===== src/rtl/rf_pkg.sv =====
// Shared definitions for the multi-port register file.
//   - rf_state_e : sequencer states (RF_CLEAR sweeps the array, RF_RUN serves traffic)
//   - RF_*_W     : default geometry used as parameter defaults by reg_file_mp
//   - rf_ptr_w   : address width needed to index an array of a given depth
package rf_pkg;

  typedef enum logic {
    RF_CLEAR = 1'b0,
    RF_RUN   = 1'b1
  } rf_state_e;

  localparam int RF_IDX_W  = 5;
  localparam int RF_DATA_W = 32;
  localparam int RF_BYTE_W = 8;

  // Address width of the storage array; never narrower than one bit.
  function automatic int rf_ptr_w(input int depth);
    return (depth > 1) ? $clog2(depth) : 1;
  endfunction

endpackage


===== src/rtl/rf_byte_merge.sv =====
// Combinational byte-lane merge.
//   old_word    : current contents
//   new_word    : incoming data
//   be          : byte enables, bit b selects new_word byte b
//   merged_word : old_word with every enabled byte replaced by new_word
// Shared by the array write path and by every read port's bypass path so
// both always agree on what a partial write produces.
module rf_byte_merge #(
  parameter int DATA_WIDTH = 32,
  parameter int BYTE_WIDTH = 8
) (
  input  logic [DATA_WIDTH-1:0]            old_word,
  input  logic [DATA_WIDTH-1:0]            new_word,
  input  logic [DATA_WIDTH/BYTE_WIDTH-1:0] be,
  output logic [DATA_WIDTH-1:0]            merged_word
);

  localparam int BE_WIDTH = DATA_WIDTH / BYTE_WIDTH;

  // NOTE: combinational blocks use blocking '=' and assign every output a
  // default first, so no latch is inferred when a byte is not enabled.
  always_comb begin
    merged_word = old_word;
    for (int b = 0; b < BE_WIDTH; b++) begin
      if (be[b]) begin
        merged_word[b*BYTE_WIDTH +: BYTE_WIDTH] = new_word[b*BYTE_WIDTH +: BYTE_WIDTH];
      end
    end
  end

endmodule


===== src/rtl/reg_file_mp.sv =====
// Multi-port, byte-writable register file.
//   sys_clk / sys_rst : rising-edge clock, synchronous active-high reset
//   ready             : high once the post-reset clear sweep has finished
//   rd_en/rd_idx      : per-port read requests, indices packed REG_IDX_WIDTH apart
//   rd_data/rd_valid  : registered read results (1-cycle latency), same packing
//   wr_en/wr_idx/wr_be/wr_data : single write port with byte enables
// Reads see a same-edge write through a per-port bypass. Out-of-range
// indices read as 0 and drop writes; with ZERO_REG, entry 0 behaves the same.
module reg_file_mp
  import rf_pkg::*;
#(
  parameter int REG_IDX_WIDTH = RF_IDX_W,
  parameter int DATA_WIDTH    = RF_DATA_W,
  parameter int BYTE_WIDTH    = RF_BYTE_W,
  parameter int REG_COUNT     = 32,
  parameter int RD_PORTS      = 2,
  parameter int ZERO_REG      = 1
) (
  input  logic                              sys_clk,
  input  logic                              sys_rst,
  output logic                              ready,
  input  logic [RD_PORTS-1:0]               rd_en,
  input  logic [RD_PORTS*REG_IDX_WIDTH-1:0] rd_idx,
  output logic [RD_PORTS*DATA_WIDTH-1:0]    rd_data,
  output logic [RD_PORTS-1:0]               rd_valid,
  input  logic                              wr_en,
  input  logic [REG_IDX_WIDTH-1:0]          wr_idx,
  input  logic [DATA_WIDTH/BYTE_WIDTH-1:0]  wr_be,
  input  logic [DATA_WIDTH-1:0]             wr_data
);

  localparam int BE_WIDTH = DATA_WIDTH / BYTE_WIDTH;
  localparam int PTR_W    = rf_ptr_w(REG_COUNT);

  localparam logic [PTR_W-1:0]       LAST_PTR  = PTR_W'(REG_COUNT - 1);
  // One bit wider than an index so the bound REG_COUNT itself is representable.
  localparam logic [REG_IDX_WIDTH:0] COUNT_EXT = (REG_IDX_WIDTH + 1)'(REG_COUNT);
  localparam logic                   ZERO_EN   = (ZERO_REG != 0);

  // --------------------------------------------------------------------------
  // Clear sequencer
  // --------------------------------------------------------------------------
  rf_state_e        state, state_nxt;
  logic [PTR_W-1:0] clr_idx, clr_idx_nxt;

  // NOTE: sequential state is updated with non-blocking '<=' so every flop
  // samples the pre-edge values regardless of block ordering.
  always_ff @(posedge sys_clk) begin
    if (sys_rst) begin
      state   <= RF_CLEAR;
      clr_idx <= '0;
    end else begin
      state   <= state_nxt;
      clr_idx <= clr_idx_nxt;
    end
  end

  always_comb begin
    state_nxt   = state;
    clr_idx_nxt = clr_idx;
    case (state)
      RF_CLEAR: begin
        clr_idx_nxt = clr_idx + PTR_W'(1);
        if (clr_idx == LAST_PTR) begin
          state_nxt   = RF_RUN;
          clr_idx_nxt = '0;
        end
      end
      RF_RUN:   ;
      default:  state_nxt = RF_CLEAR;
    endcase
  end

  // ready is a pure decode of the state flop, so a request is honoured only
  // at an edge where ready was already high.
  assign ready = (state == RF_RUN);

  // --------------------------------------------------------------------------
  // Storage and write port
  // --------------------------------------------------------------------------
  logic [DATA_WIDTH-1:0] mem [REG_COUNT];

  logic [PTR_W-1:0]      wr_ptr;
  logic                  wr_in_range;
  logic                  wr_zero;
  logic                  wr_do;
  logic [DATA_WIDTH-1:0] wr_old;
  logic [DATA_WIDTH-1:0] wr_merged;

  assign wr_ptr      = wr_idx[PTR_W-1:0];
  assign wr_in_range = ({1'b0, wr_idx} < COUNT_EXT);
  assign wr_zero     = ZERO_EN && (wr_idx == '0);
  assign wr_do       = (state == RF_RUN) && wr_en && wr_in_range && !wr_zero;
  assign wr_old      = mem[wr_ptr];

  rf_byte_merge #(
    .DATA_WIDTH (DATA_WIDTH),
    .BYTE_WIDTH (BYTE_WIDTH)
  ) u_wr_merge (
    .old_word    (wr_old),
    .new_word    (wr_data),
    .be          (wr_be),
    .merged_word (wr_merged)
  );

  // NOTE: the array has no reset branch; it is zeroed by the CLEAR sweep so it
  // can map onto plain RAM/flops without a reset net.
  always_ff @(posedge sys_clk) begin
    if (!sys_rst) begin
      if (state == RF_CLEAR) begin
        mem[clr_idx] <= '0;
      end else if (wr_do) begin
        mem[wr_ptr] <= wr_merged;
      end
    end
  end

  // --------------------------------------------------------------------------
  // Read ports
  // --------------------------------------------------------------------------
  for (genvar p = 0; p < RD_PORTS; p++) begin : g_rd
    logic [REG_IDX_WIDTH-1:0] idx;
    logic [PTR_W-1:0]         ptr;
    logic                     in_range;
    logic                     zero_hit;
    logic                     byp_hit;
    logic [BE_WIDTH-1:0]      byp_be;
    logic [DATA_WIDTH-1:0]    stored;
    logic [DATA_WIDTH-1:0]    merged;
    logic [DATA_WIDTH-1:0]    value;
    logic                     valid_q;
    logic [DATA_WIDTH-1:0]    data_q;

    assign idx      = rd_idx[p*REG_IDX_WIDTH +: REG_IDX_WIDTH];
    assign ptr      = idx[PTR_W-1:0];
    assign in_range = ({1'b0, idx} < COUNT_EXT);
    assign zero_hit = ZERO_EN && (idx == '0);
    assign stored   = mem[ptr];

    // Bypass only the bytes this edge actually writes; an out-of-range or
    // zero-register hit is masked below, so it never leaks through.
    assign byp_hit  = wr_en && (wr_idx == idx);
    assign byp_be   = byp_hit ? wr_be : '0;

    rf_byte_merge #(
      .DATA_WIDTH (DATA_WIDTH),
      .BYTE_WIDTH (BYTE_WIDTH)
    ) u_byp_merge (
      .old_word    (stored),
      .new_word    (wr_data),
      .be          (byp_be),
      .merged_word (merged)
    );

    assign value = (in_range && !zero_hit) ? merged : '0;

    always_ff @(posedge sys_clk) begin
      if (sys_rst) begin
        valid_q <= 1'b0;
        data_q  <= '0;
      end else if ((state == RF_RUN) && rd_en[p]) begin
        valid_q <= 1'b1;
        data_q  <= value;
      end else begin
        valid_q <= 1'b0;
      end
    end

    assign rd_valid[p]                            = valid_q;
    assign rd_data[p*DATA_WIDTH +: DATA_WIDTH]    = data_q;
  end

endmodule


===== config.mk =====
export PLATFORM = sky130hd
export DESIGN_NAME = reg_file_mp
export DESIGN_NICKNAME = d
export VERILOG_FILES = /design/src/rtl/rf_pkg.sv /design/src/rtl/rf_byte_merge.sv /design/src/rtl/reg_file_mp.sv
export SDC_FILE = /design/constraint.sdc
export NUM_CORES = 1
export LEC_CHECK = 0
export CAP_MARGIN = 10
export CORE_MARGIN = 3
export CORE_UTILIZATION = 45
export CTS_BUF_LIST = sky130_fd_sc_hd__clkbuf_8
export CTS_CLUSTER_SIZE = 28
export DETAILED_ROUTE_END_ITERATION = 8
export MAX_ROUTING_LAYER = met4
export PLACE_DENSITY = 0.58
export SETUP_SLACK_MARGIN = 0.2
export SLEW_MARGIN = 20
export SYNTH_ARGS = -nofsm -noshare
export SYNTH_HDL_FRONTEND = slang
export SYNTH_SLANG_ARGS = --single-unit

===== constraint.sdc =====
create_clock -name sys_clk -period 4.98 [get_ports sys_clk]
set_input_delay 0.996 -clock sys_clk [delete_from_list [all_inputs] [get_ports sys_clk]]
set_output_delay 0.996 -clock sys_clk [all_outputs]
set_load 0.03 [all_outputs]

==> key figures <==
Setup path
  – Crit. End Element: register
  – Crit start category: input port
  – Critical path class: input port to register
  – Max FO, Critical Path: 30
  – Arrival @ worst endpoint: 4260 ps
  – CP required: 5520 ps

Synthesis
  – Mapped cell area: 0.0518 mm^2
  – Syn_area_per_cell: 16.9 um^2
  – EDFF count, synth: 1024
  – Yosys Warn Count: 0
  – Number of synthesized register bits: 1096
  – Syn_nets: 3128
  – Cells after Synth: 3070
  – Seq/Total Area, Yosys: 0.621
  – Synth unique cells: 61
  – Share of flip-flops with an asynchronous set or reset: 0
  – Synth Flop Type: edfxtp_1

Run
  – Max_cap viols: 0

Clocking
  – Clock Pin Slew Worst Setup and Hold Paths: 60 ps
  – Worst-Skew Late Latency: 860 ps
  – Cts hold-fix bufs: 0
  – CTS root buf: clkbuf_8
  – Num CTS Buffers: 180
  – Resized cells post-CTS: 0
  – Max Root-Sink Buffers: 3
  – CTS Sinks: 1096
  – Setup bufs post-CTS: 0
  – H-tree depth: 4
  – CTS tree: done

Routing
  – First-pass DRT Iterations: 8
  – DR iter-0 viols: 4446
  – WL per Instance: 35.2 um
  – Post-DRT Antenna Nets: 0
  – Vias: 33.6k
  – Detail-routed via count per cell: 6.67
  – Routed wire length: 178000 um
  – DRC: 0

Floorplan
  – DIE HEIGHT: 345 um
  – Initial Utilization: 0.457
  – Core footprint: 0.113 mm^2
  – Std cell rows: 123
  – I/O pin total: 123
  – Die Footprint: 0.119 mm^2
  – DIE WIDTH: 345 um

Timing
  – Final Skew: 52.3 ps
  – Setup TNS: 0 ps
  – Rel. slew slack: 0.215
  – Slew @ Worst Pin: 1150 ps
  – Slew Limit Fails: 0
  – Tmin final: 3710 ps
  – Fin crit share: 0.746
  – Fmax: 0.269 GHz
  – RSZ-0062 raised after global routing: false
  – Final hold vios: 0
  – Setup violations, final: 0
  – Hold Slack: 504 ps

Global route
  – Pin count of the biggest net entering global routing: 82
  – First-pass GRT wire length: 252000 um
  – Vias in the first global route: 33.9k
  – Gr ovfl total: 0
  – Antenna violations before repair: 11
  – Total GRT Usage: 0.303

Finish
  – P&R area growth vs syn: 14.8%
  – Layout cell share with drive strength beyond 1: 0.296
  – Final nets: 3432
  – Fill count: 9021

Run status
  – Status: completed

Placement
  – Post-DP HPWL: 120000 um
  – GPL Wtd Cong: 0.952
  – Number of port buffers: 122

Power
  – Pleak: 20.8 nW
  – Pwr Density: 324 mW/mm^2
  – VDD IR max: 0.192 mV

Min path
  – Hold WC Path Type: register to register
final timing paths:
path / from / end / slack, ps / cells after the start
worst max-delay path: wr_be[3] / mem[14][1] / 1270 / 9
worst min-delay path: g_rd[1].data_q[29] / g_rd[1].data_q[29] / 500 / 2
worst max register to register: ready / mem[14][1] / 1290 / 8
worst min register to register: g_rd[1].data_q[29] / g_rd[1].data_q[29] / 500 / 2
Yosys cell counts, types with 22 or more instances:
library cell     n  share of area
mux2_2          81          0.018
a211o_1         31         0.0052
edfxtp_1      1024           0.59
and2_1          36         0.0043
buf_2           97         0.0094
a22oi_1         38         0.0055
a21oi_1         33         0.0032
mux4_2         415           0.18
buf_4           27         0.0039
nand3_1         22         0.0021
and3_1          41         0.0049
nor2b_1         32         0.0039
a2111oi_0       65          0.011
o22ai_1         56         0.0068
o21ai_0         85         0.0082
o211ai_1        26         0.0038
a221oi_1        70          0.012
nor3_1          30         0.0029
nor2_1         152          0.011
clkbuf_1       110         0.0080
mux2i_1        143          0.028
a211oi_1        40         0.0058
nand2_1        175          0.013
a22o_1          36         0.0061
dfxtp_1         72          0.028
routing by layer:
| metal | vias to the layer above | part of all wire | track usage |
|---|---|---|---|
| met4 | 0 | 0.038 | 0.116 |
| met1 | 17700 | 0.39 | 0.401 |
| met2 | 2049 | 0.47 | 0.460 |
| met5 | - | 0 | - |
| li1 | 13500 | - | - |
| met3 | 362 | 0.10 | 0.0698 |
cells by family (layout without fill, tap and decap cells):
| family | Yosys count | count (layout) | synth area share |
|---|---|---|---|
| AO/OA/AOI/OAI | 534 | 534 | 0.0763 |
| adder cells (fa/ha/maj) | 2 | 2 | 0.000483 |
| other | 0 | 16 | 0 |
| flip-flops | 1096 | 1096 | 0.621 |
| multiplexers | 648 | 648 | 0.229 |
| buffers and inverters | 255 | 709 | 0.0241 |
| XOR/XNOR | 10 | 10 | 0.00169 |
| AND/OR/NAND/NOR | 525 | 525 | 0.0469 |
flip-flops by register name, indices dropped and copies added (netlist names):
signal        cells
clr_idx           5
g_rd.data_q      64
g_rd.valid_q      2
mem            1024
ready             1
per-stage QoR:
| stage | instances | setup WS [ps] | cell area (um^2) | utilization | total power [mW] |
|---|---|---|---|---|---|
| 2_1_floorplan | 3070 | 1480 | 51800 | - | 11.1 |
| 3_3_place_gp | 4692 | 527 | 55900 | 0.493 | 11.6 |
| 3_5_place_dp | 4692 | 413 | 55900 | 0.493 | 11.7 |
| 4_1_cts | 5024 | 1310 | 59400 | 0.524 | 19.4 |
| 5_1_grt | 5032 | 1250 | 59500 | 0.524 | 19.9 |
| 6_report | 5040 | 1270 | 59500 | 0.524 | 19.3 |
layout make-up:
| class | instances | area [um^2] | share of cell area |
|---|---|---|---|
| Sequential cell | 1096 | 32200 | 0.541 |
| Antenna cell | 16 | 40.0 | 0.000673 |
| Clock inverter | 133 | 798 | 0.0134 |
| Multi-Input combinational cell | 1719 | 18400 | 0.310 |
| Clock buffer | 199 | 2740 | 0.0460 |
| Inverter | 3 | 12.5 | 0.000210 |
| Tap cell | 1500 | 1880 | 0.0316 |
| Timing Repair Buffer | 374 | 3380 | 0.0569 |
worst max-delay path, stage by stage:
cell             delay [ps]
clkdlybuf4s50_1         630
or4_1                   610
o2111a_2                250
buf_12                  220
mux2i_4                 370
nand3_1                 200
buf_4                   170
nor2_1                  460
buf_4                   310
layout by cell type, fill, tap and decap left out, types with 9 or more instances in the layout:
master,instances
mux4_2,415
inv_1,44
dfxtp_1,72
a22oi_1,38
edfxtp_1,1024
o221ai_1,9
o22ai_1,56
nor2_1,149
o21a_1,13
o21ai_0,85
a221oi_1,70
diode_2,16
a2111oi_0,64
clkdlybuf4s50_1,112
a21oi_1,32
o22a_1,13
o211ai_1,26
and3_1,41
clkinv_1,45
a22o_1,36
mux2_2,81
a211oi_1,40
nand2_1,172
buf_12,22
a211o_1,31
and2_1,36
mux2i_1,143
clkinv_2,29
buf_4,232
nand3_1,22
clkbuf_8,199
nor3_1,27
nor2b_1,29
nand2b_1,11
power breakdown:
part           internal [mW]  switching [mW]  leakage [nW]
sequential              9.98          0.0268          11.2
clock                   4.09            3.70          1.97
combinational          0.575           0.912          7.65
(Power assumes the default switching activity.)
